**src/rtl/trace_buffer.sv**
```systemverilog
// ---------------------------------------------------------------------------
// trace_buffer
//
// First-word-fall-through FIFO that decouples a trace unit from its consumer.
// Records are stored in a circular array; when the buffer is full and the
// consumer does not pop in the same cycle, the incoming record is dropped and
// a saturating 16-bit drop counter is incremented.
//
// Parameters
//   TRACE_WIDTH  width of one packed trace record
//   DEPTH        number of entries (power of two, >= 2)
//   CNT_WIDTH    width of the occupancy count (holds 0..DEPTH)
//
// Ports
//   clk_i          rising-edge clock
//   rst_ni         synchronous active-low reset
//   trace_valid_i  a record is offered this cycle
//   trace_i        record offered
//   flush_i        discard all buffered records at the next edge
//   out_valid_o    head record available (== !empty_o)
//   out_data_o     head record
//   out_ready_i    consumer takes the head record when out_valid_o is high
//   count_o        current occupancy
//   full_o         count_o == DEPTH
//   empty_o        count_o == 0
//   drop_count_o   saturating count of records lost to overflow
// ---------------------------------------------------------------------------
module trace_buffer #(
    parameter int TRACE_WIDTH = 128,
    parameter int DEPTH       = 16,
    parameter int CNT_WIDTH   = $clog2(DEPTH) + 1
) (
    input  logic                   clk_i,
    input  logic                   rst_ni,
    input  logic                   trace_valid_i,
    input  logic [TRACE_WIDTH-1:0] trace_i,
    input  logic                   flush_i,
    output logic                   out_valid_o,
    output logic [TRACE_WIDTH-1:0] out_data_o,
    input  logic                   out_ready_i,
    output logic [CNT_WIDTH-1:0]   count_o,
    output logic                   full_o,
    output logic                   empty_o,
    output logic [15:0]            drop_count_o
);

    localparam int PTR_WIDTH = $clog2(DEPTH);
    localparam logic [CNT_WIDTH-1:0] CNT_FULL = CNT_WIDTH'(DEPTH);

    // Storage. Not reset: stale contents are never visible because
    // out_valid_o is derived from the occupancy count.
    logic [TRACE_WIDTH-1:0] mem_q [DEPTH];

    logic [PTR_WIDTH-1:0] wr_ptr_q, wr_ptr_d;
    logic [PTR_WIDTH-1:0] rd_ptr_q, rd_ptr_d;
    logic [CNT_WIDTH-1:0] count_q,  count_d;
    logic [15:0]          drop_q,   drop_d;

    logic is_full;
    logic is_empty;
    logic do_pop;
    logic do_push;
    logic do_drop;

    assign is_full  = (count_q == CNT_FULL);
    assign is_empty = (count_q == '0);

    // A pop frees a slot at the same edge, so a full buffer still accepts a
    // push when the consumer is taking the head.
    assign do_pop  = !is_empty && out_ready_i;
    assign do_push = trace_valid_i && (!is_full || do_pop);
    // A flush discards everything anyway, so a record refused during a flush
    // is not counted as an overflow loss.
    assign do_drop = trace_valid_i && !do_push && !flush_i;

    always_comb begin
        wr_ptr_d = wr_ptr_q;
        rd_ptr_d = rd_ptr_q;
        count_d  = count_q;
        drop_d   = drop_q;

        if (flush_i) begin
            wr_ptr_d = '0;
            rd_ptr_d = '0;
            count_d  = '0;
        end else begin
            // Pointers are log2(DEPTH) bits wide, so DEPTH-1 -> 0 wraps
            // naturally.
            if (do_push) begin
                wr_ptr_d = wr_ptr_q + PTR_WIDTH'(1);
            end
            if (do_pop) begin
                rd_ptr_d = rd_ptr_q + PTR_WIDTH'(1);
            end
            case ({do_push, do_pop})
                2'b10:   count_d = count_q + CNT_WIDTH'(1);
                2'b01:   count_d = count_q - CNT_WIDTH'(1);
                default: count_d = count_q;
            endcase
        end

        if (do_drop && (drop_q != 16'hFFFF)) begin
            drop_d = drop_q + 16'd1;
        end
    end

    always_ff @(posedge clk_i) begin
        if (!rst_ni) begin
            wr_ptr_q <= '0;
            rd_ptr_q <= '0;
            count_q  <= '0;
            drop_q   <= '0;
        end else begin
            wr_ptr_q <= wr_ptr_d;
            rd_ptr_q <= rd_ptr_d;
            count_q  <= count_d;
            drop_q   <= drop_d;
        end
    end

    // Write port. Writes landing during a flush or reset are harmless: the
    // pointers and count are cleared at the same edge, so the slot is
    // treated as free.
    always_ff @(posedge clk_i) begin
        if (do_push) begin
            mem_q[wr_ptr_q] <= trace_i;
        end
    end

    // Fall-through read of the head slot. The slot is written at an edge
    // and only becomes visible after it, so there is no same-cycle bypass.
    assign out_data_o   = mem_q[rd_ptr_q];
    assign out_valid_o  = !is_empty;
    assign count_o      = count_q;
    assign full_o       = is_full;
    assign empty_o      = is_empty;
    assign drop_count_o = drop_q;

endmodule

```
**config.mk**
```make
export PLATFORM = sky130hd
export DESIGN_NAME = trace_buffer
export DESIGN_NICKNAME = d
export VERILOG_FILES = /design/src/rtl/trace_buffer.sv
export SDC_FILE = /design/constraint.sdc
export NUM_CORES = 1
export LEC_CHECK = 0
export CAP_MARGIN = 20
export CORE_MARGIN = 2
export CORE_UTILIZATION = 40
export CTS_CLUSTER_DIAMETER = 80
export DETAILED_ROUTE_END_ITERATION = 6
export GPL_TIMING_DRIVEN = 0
export SLEW_MARGIN = 20
export SYNTH_ARGS = -nofsm -noshare
export SYNTH_HDL_FRONTEND = slang
export SYNTH_SLANG_ARGS = --single-unit
```
**constraint.sdc**
```tcl
create_clock -name clk_i -period 26.4 [get_ports clk_i]
set_input_delay 3.96 -clock clk_i [delete_from_list [all_inputs] [get_ports clk_i]]
set_output_delay 3.96 -clock clk_i [all_outputs]
set_load 0.01 [all_outputs]
```
Word-level counts from Yosys, hierarchy flattened:

Memories as Yosys holds them, arrays and structs flattened. A register that Yosys moved wholly into a read port is not among the register bits.
Cells that the tools add are included.

* equality and inequality tests: 4
* bitwise gates (word level): 1
* add/subtract/negate cells: 5
* multiplexer cells: 5
* reductions and logical operators: 13

Operators by type and width (count)
* $add A16 B1 Y16 const B: 1
* $ne A16 B16 Y1 const B: 1
* $pmux W5 S2: 1
* $add A4 B1 Y4 const B: 2
* $mux W4: 2
* $add A5 B1 Y5 const B: 1
* $eq A5 B5 Y1 const B: 1
* $logic_and A1 B1 Y1: 5
* $logic_not A5 Y1: 1
* $sub A5 B1 Y5 const B: 1
* $logic_not A1 Y1: 4
* $eq A2 B1 Y1 const B: 1
* $eq A2 B2 Y1 const B: 1
* $mux W1: 2
* $reduce_bool A2 Y1: 1
* $reduce_or A2 Y1: 1
* $logic_or A1 B1 Y1: 1
* $not A1 Y1: 1

* bits in writable memories: 2048
* flip-flop bits (word level): 29
* output and inout bits: 152
* bits of input ports: 133
* word-level logic and storage cells: 33
* memories kept: 1

Memories
* mem_q: words 16, width 128, rd ports 1, clocked after memory_dff 1, wr ports 1, RTL line 52 `logic [TRACE_WIDTH-1:0] mem_q [DEPTH];`

Depth between registers and ports, before layout:

* word-level depth: 9
* gate-level depth with buffers: 9
* depth with buffers taken out: 8

Worst setup path before layout:

No wires, ideal clock.

* kind: input to register
* from: input trace_valid_i
* to: memory mem_q[0][0], enable pin
* stages on the path: 4
* library setup time: 0.772 ns
* data required time: 25.628 ns
* buffers on the path: 1
* setup slack: 12.359 ns
* arrival time: 13.270 ns
* cell sequence: clkbuf_1 o31a_1 nand2_1 nor3_1

* cells in the longest elaborated chain, start to end: 3

Ends and longest elaborated chain
* start, declared: RTL line 35 `input logic trace_valid_i,`
* $logic_and A1 B1 Y1: RTL line 71 `assign do_push = trace_valid_i && (!is_full || do_pop);`
* $mux W1: RTL line 125 `if (do_push) begin`
* $mux W1 (not written as such): RTL line 126 `mem_q[wr_ptr_q] <= trace_i;`
* end, declared: RTL line 52

No other way between the ends.

==> results.json <==
{
  "synth_fa_ha_area_share_pct": 0.168,
  "drt_iter0_markers": 3896,
  "grt_pass1_vias": 38500,
  "die_w_um": 448,
  "p_leak_nw": 29.1,
  "powerDensity_nw_per_um2": 71.3,
  "final_hold_viol_count": 0,
  "die_h_um": 448,
  "syn2layout_area_growth_pct": 21.1,
  "placed_cells": 6339,
  "post-route-util_pct": 48.9,
  "place_area_um2": 88600,
  "critPathLaunchType": "register",
  "synthXorXnorAreaFrac_pct": 0.0555,
  "synth_area_um2": 78800,
  "ioPinCount": 285,
  "synthMuxAreaShare_pct": 17.7,
  "crit_type": "reg -> out",
  "setup_tns_ps": 0,
  "final_cells": 6741,
  "cts.repair.resized": 0,
  "place.gp.congestion": 0.738,
  "required_ps": 22440,
  "track_usage_pct": 20.4,
  "avgViaCountPerCell": 5.57,
  "ys_types": 55,
  "synthSimpleGateAreaFrac_pct": 1.11,
  "grt_first_pass_wirelength_mm": 287,
  "synthesis.instances": 3222,
  "period_share_pct": 35.4,
  "critical_path.cell_chain": "buf_2 -> clkbuf_1 -> clkbuf_1 -> clkbuf_1 -> a211oi_1 -> a21oi_1 -> clkdlybuf4s50_1",
  "tightestPinTransition_ps": 1150,
  "final_cell_area_um2": 95500,
  "clk_pin_slew_ps": 60,
  "post-cts-setup-buffers": 0,
  "end_kind": "output pin",
  "drtAntennaViolNets": 0,
  "clock-skew-final_ps": 45.2,
  "setup_violations": 0,
  "period_needed_ps": 9360,
  "ctsHtreeMaxLevel": 4,
  "synth_compound_area_share_pct": 1.11,
  "async_flop_share_pct": 0,
  "via_count": 37500,
  "crit_path_frequent_cell": "clkbuf_1",
  "drc_errors": 0,
  "hold_class": "reg -> reg",
  "cts_tree": "done",
  "cp.arrival_ps": 5400,
  "std_cell_rows": 162,
  "cts.sinks": 2081,
  "core_um2": 195000,
  "port_buffers": 283,
  "drv_slew": 0,
  "numCtsBuffers": 209,
  "yosysWarnings": 0,
  "max_freq_ghz": 0.107,
  "ys.flop_type": "edfxtp_1",
  "max-cap-violations": 0,
  "ir_drop_v": 0.0000603,
  "drive_above_1_share_pct": 29.4,
  "cp_slowest_stage_delay_ps": 920,
  "grt_max_degree": 20,
  "yosysSeqAreaShare_pct": 78.8,
  "clockBufferDepth": 3,
  "drt-total-wl_mm": 204,
  "cp_top_family": "buffers and inverters",
  "cts.root.buffer_cell": "clkbuf_16",
  "status": "finished, final reports clean",
  "rsz0062_at_grt": "no",
  "initial_core_util_pct": 40.3,
  "antenna_found_initial": 46,
  "post_drt_wl_per_cell_um": 30.2,
  "gr-total-overflow": 0,
  "dieArea_um2": 201000,
  "path_buf_inv": 5,
  "slowest_stage": "clkbuf_1",
  "path_max_fanout": 10,
  "avgSynthCellArea_um2": 24.5,
  "hold_buffers": 0,
  "clk_latency_ps": 840,
  "dp_hpwl_mm": 136,
  "fin_nets": 4069,
  "drtPass1Iterations": 5,
  "yosys_register_bits": 2081,
  "synth_top_family_by_area": "multiplexers",
  "synth_nets": 3365,
  "slew_headroom_pct": 23.2,
  "synth_edf_count": 2048
}
## final cells by class
cell class                      count  area, µm²
Fill cell                       15800      99900
Sequential cell                  2081      62200
Multi-Input combinational cell    960      16000
Timing Repair Buffer              493       6390
Clock buffer                      269       5620
Tap cell                         2624       3280
Clock inverter                    115       1180
Buffer                            168        751
Inverter                           13       48.8
Antenna cell                       18       45.0
## Yosys cell counts, types with 7 or more instances
library cell,number,area share [%]
edfxtp_1,2048,78
mux4_2,593,17
clkbuf_1,87,0.41
buf_2,67,0.43
mux2i_1,60,0.76
a21oi_1,59,0.37
a211oi_1,48,0.46
nor2b_1,47,0.37
dfxtp_1,33,0.84
nor2_1,26,0.12
nand2_1,22,0.10
inv_1,13,0.062
nand2b_1,12,0.095
buf_1,10,0.048
ha_1,9,0.14
nor3_1,9,0.057
nand4_1,7,0.056
## worst reg2reg max path, delay by kind of cell, from the launching register on
family	cells	cell delay, ps
buffers and inverters	7	1460
AND/OR/NAND/NOR	3	1080
flip-flops	1	450
AO/OA/AOI/OAI	1	270
## stage by stage
stage | setup WS [ps] | hold slack, ps | power (mW)
final | 17040 | 515 | 6.81
after global routing | 16880 | 548 | 7.01
after CTS | 16860 | 516 | 6.87
after detailed placement | 17780 | 502 | 3.96
after global placement | -642 | 494 | 3.96
after floorplan | 12360 | 507 | 3.82
## path summary, 6_finish.rpt
path / depth (start not counted) / from / to / slack, ps
max reg2reg: 11 / count_o[1] / mem_q[8][64] / 22820
min: 2 / drop_count_o[10] / drop_count_o[10] / 520
min reg2reg: 2 / drop_count_o[10] / drop_count_o[10] / 520
max: 7 / register / out_data_o[0] / 17040
## cells in the final DEF, fill, tap and decap left out, types with 9 or more instances in the layout
master           Yosys  final
buf_16               0     63
buf_6                2     28
nand2b_1            12     12
bufinv_16            0     18
clkbuf_8             0     10
clkdlybuf4s50_1      0    283
clkbuf_16            0    212
clkinv_1             0     43
nand2_1             22     22
buf_4                2     73
buf_2               67     70
dfxtp_1             33     33
buf_12               0     50
clkinv_2             0     33
a21oi_1             59     59
nor2b_1             47     47
nor2_1              26     14
a211oi_1            48     48
nor2_4               0     12
mux4_2             593    593
inv_1               13     13
ha_1                 9      9
mux2i_1             60     60
diode_2              0     18
clkbuf_1            87    127
edfxtp_1          2048   2048
## sequential cells by signal (all words and copies together) (netlist names), named ones only
name          count
rd_ptr_q          4
mem_q          2048
wr_ptr_q          4
count_o           5
drop_count_o     16
## kinds of logic (layout without fill, tap and decap cells)
family	Yosys count	in the layout
AO/OA/AOI/OAI	135	135
XOR/XNOR	5	5
adder cells (fa/ha/maj)	10	10
buffers and inverters	181	1058
flip-flops	2081	2081
multiplexers	654	654
other	0	18
AND/OR/NAND/NOR	156	156
## per-layer routing
| metal | global-route usage (%) | up-vias | wire [µm] |
|---|---|---|---|
| met5 | 0 | - | 174 |
| met4 | 6.30 | 28 | 5700 |
| met3 | 4.03 | 339 | 13600 |
| met2 | 33.7 | 1404 | 102000 |
| met1 | 27.4 | 20300 | 82200 |
| li1 | - | 15400 | - |
## where the power goes
part	total (mW)	internal, mW	switching (mW)
sequential	3.66	3.65	0.00470
clock	2.93	1.68	1.25
combinational	0.228	0.104	0.125
Power figures use the tool's default switching activity.
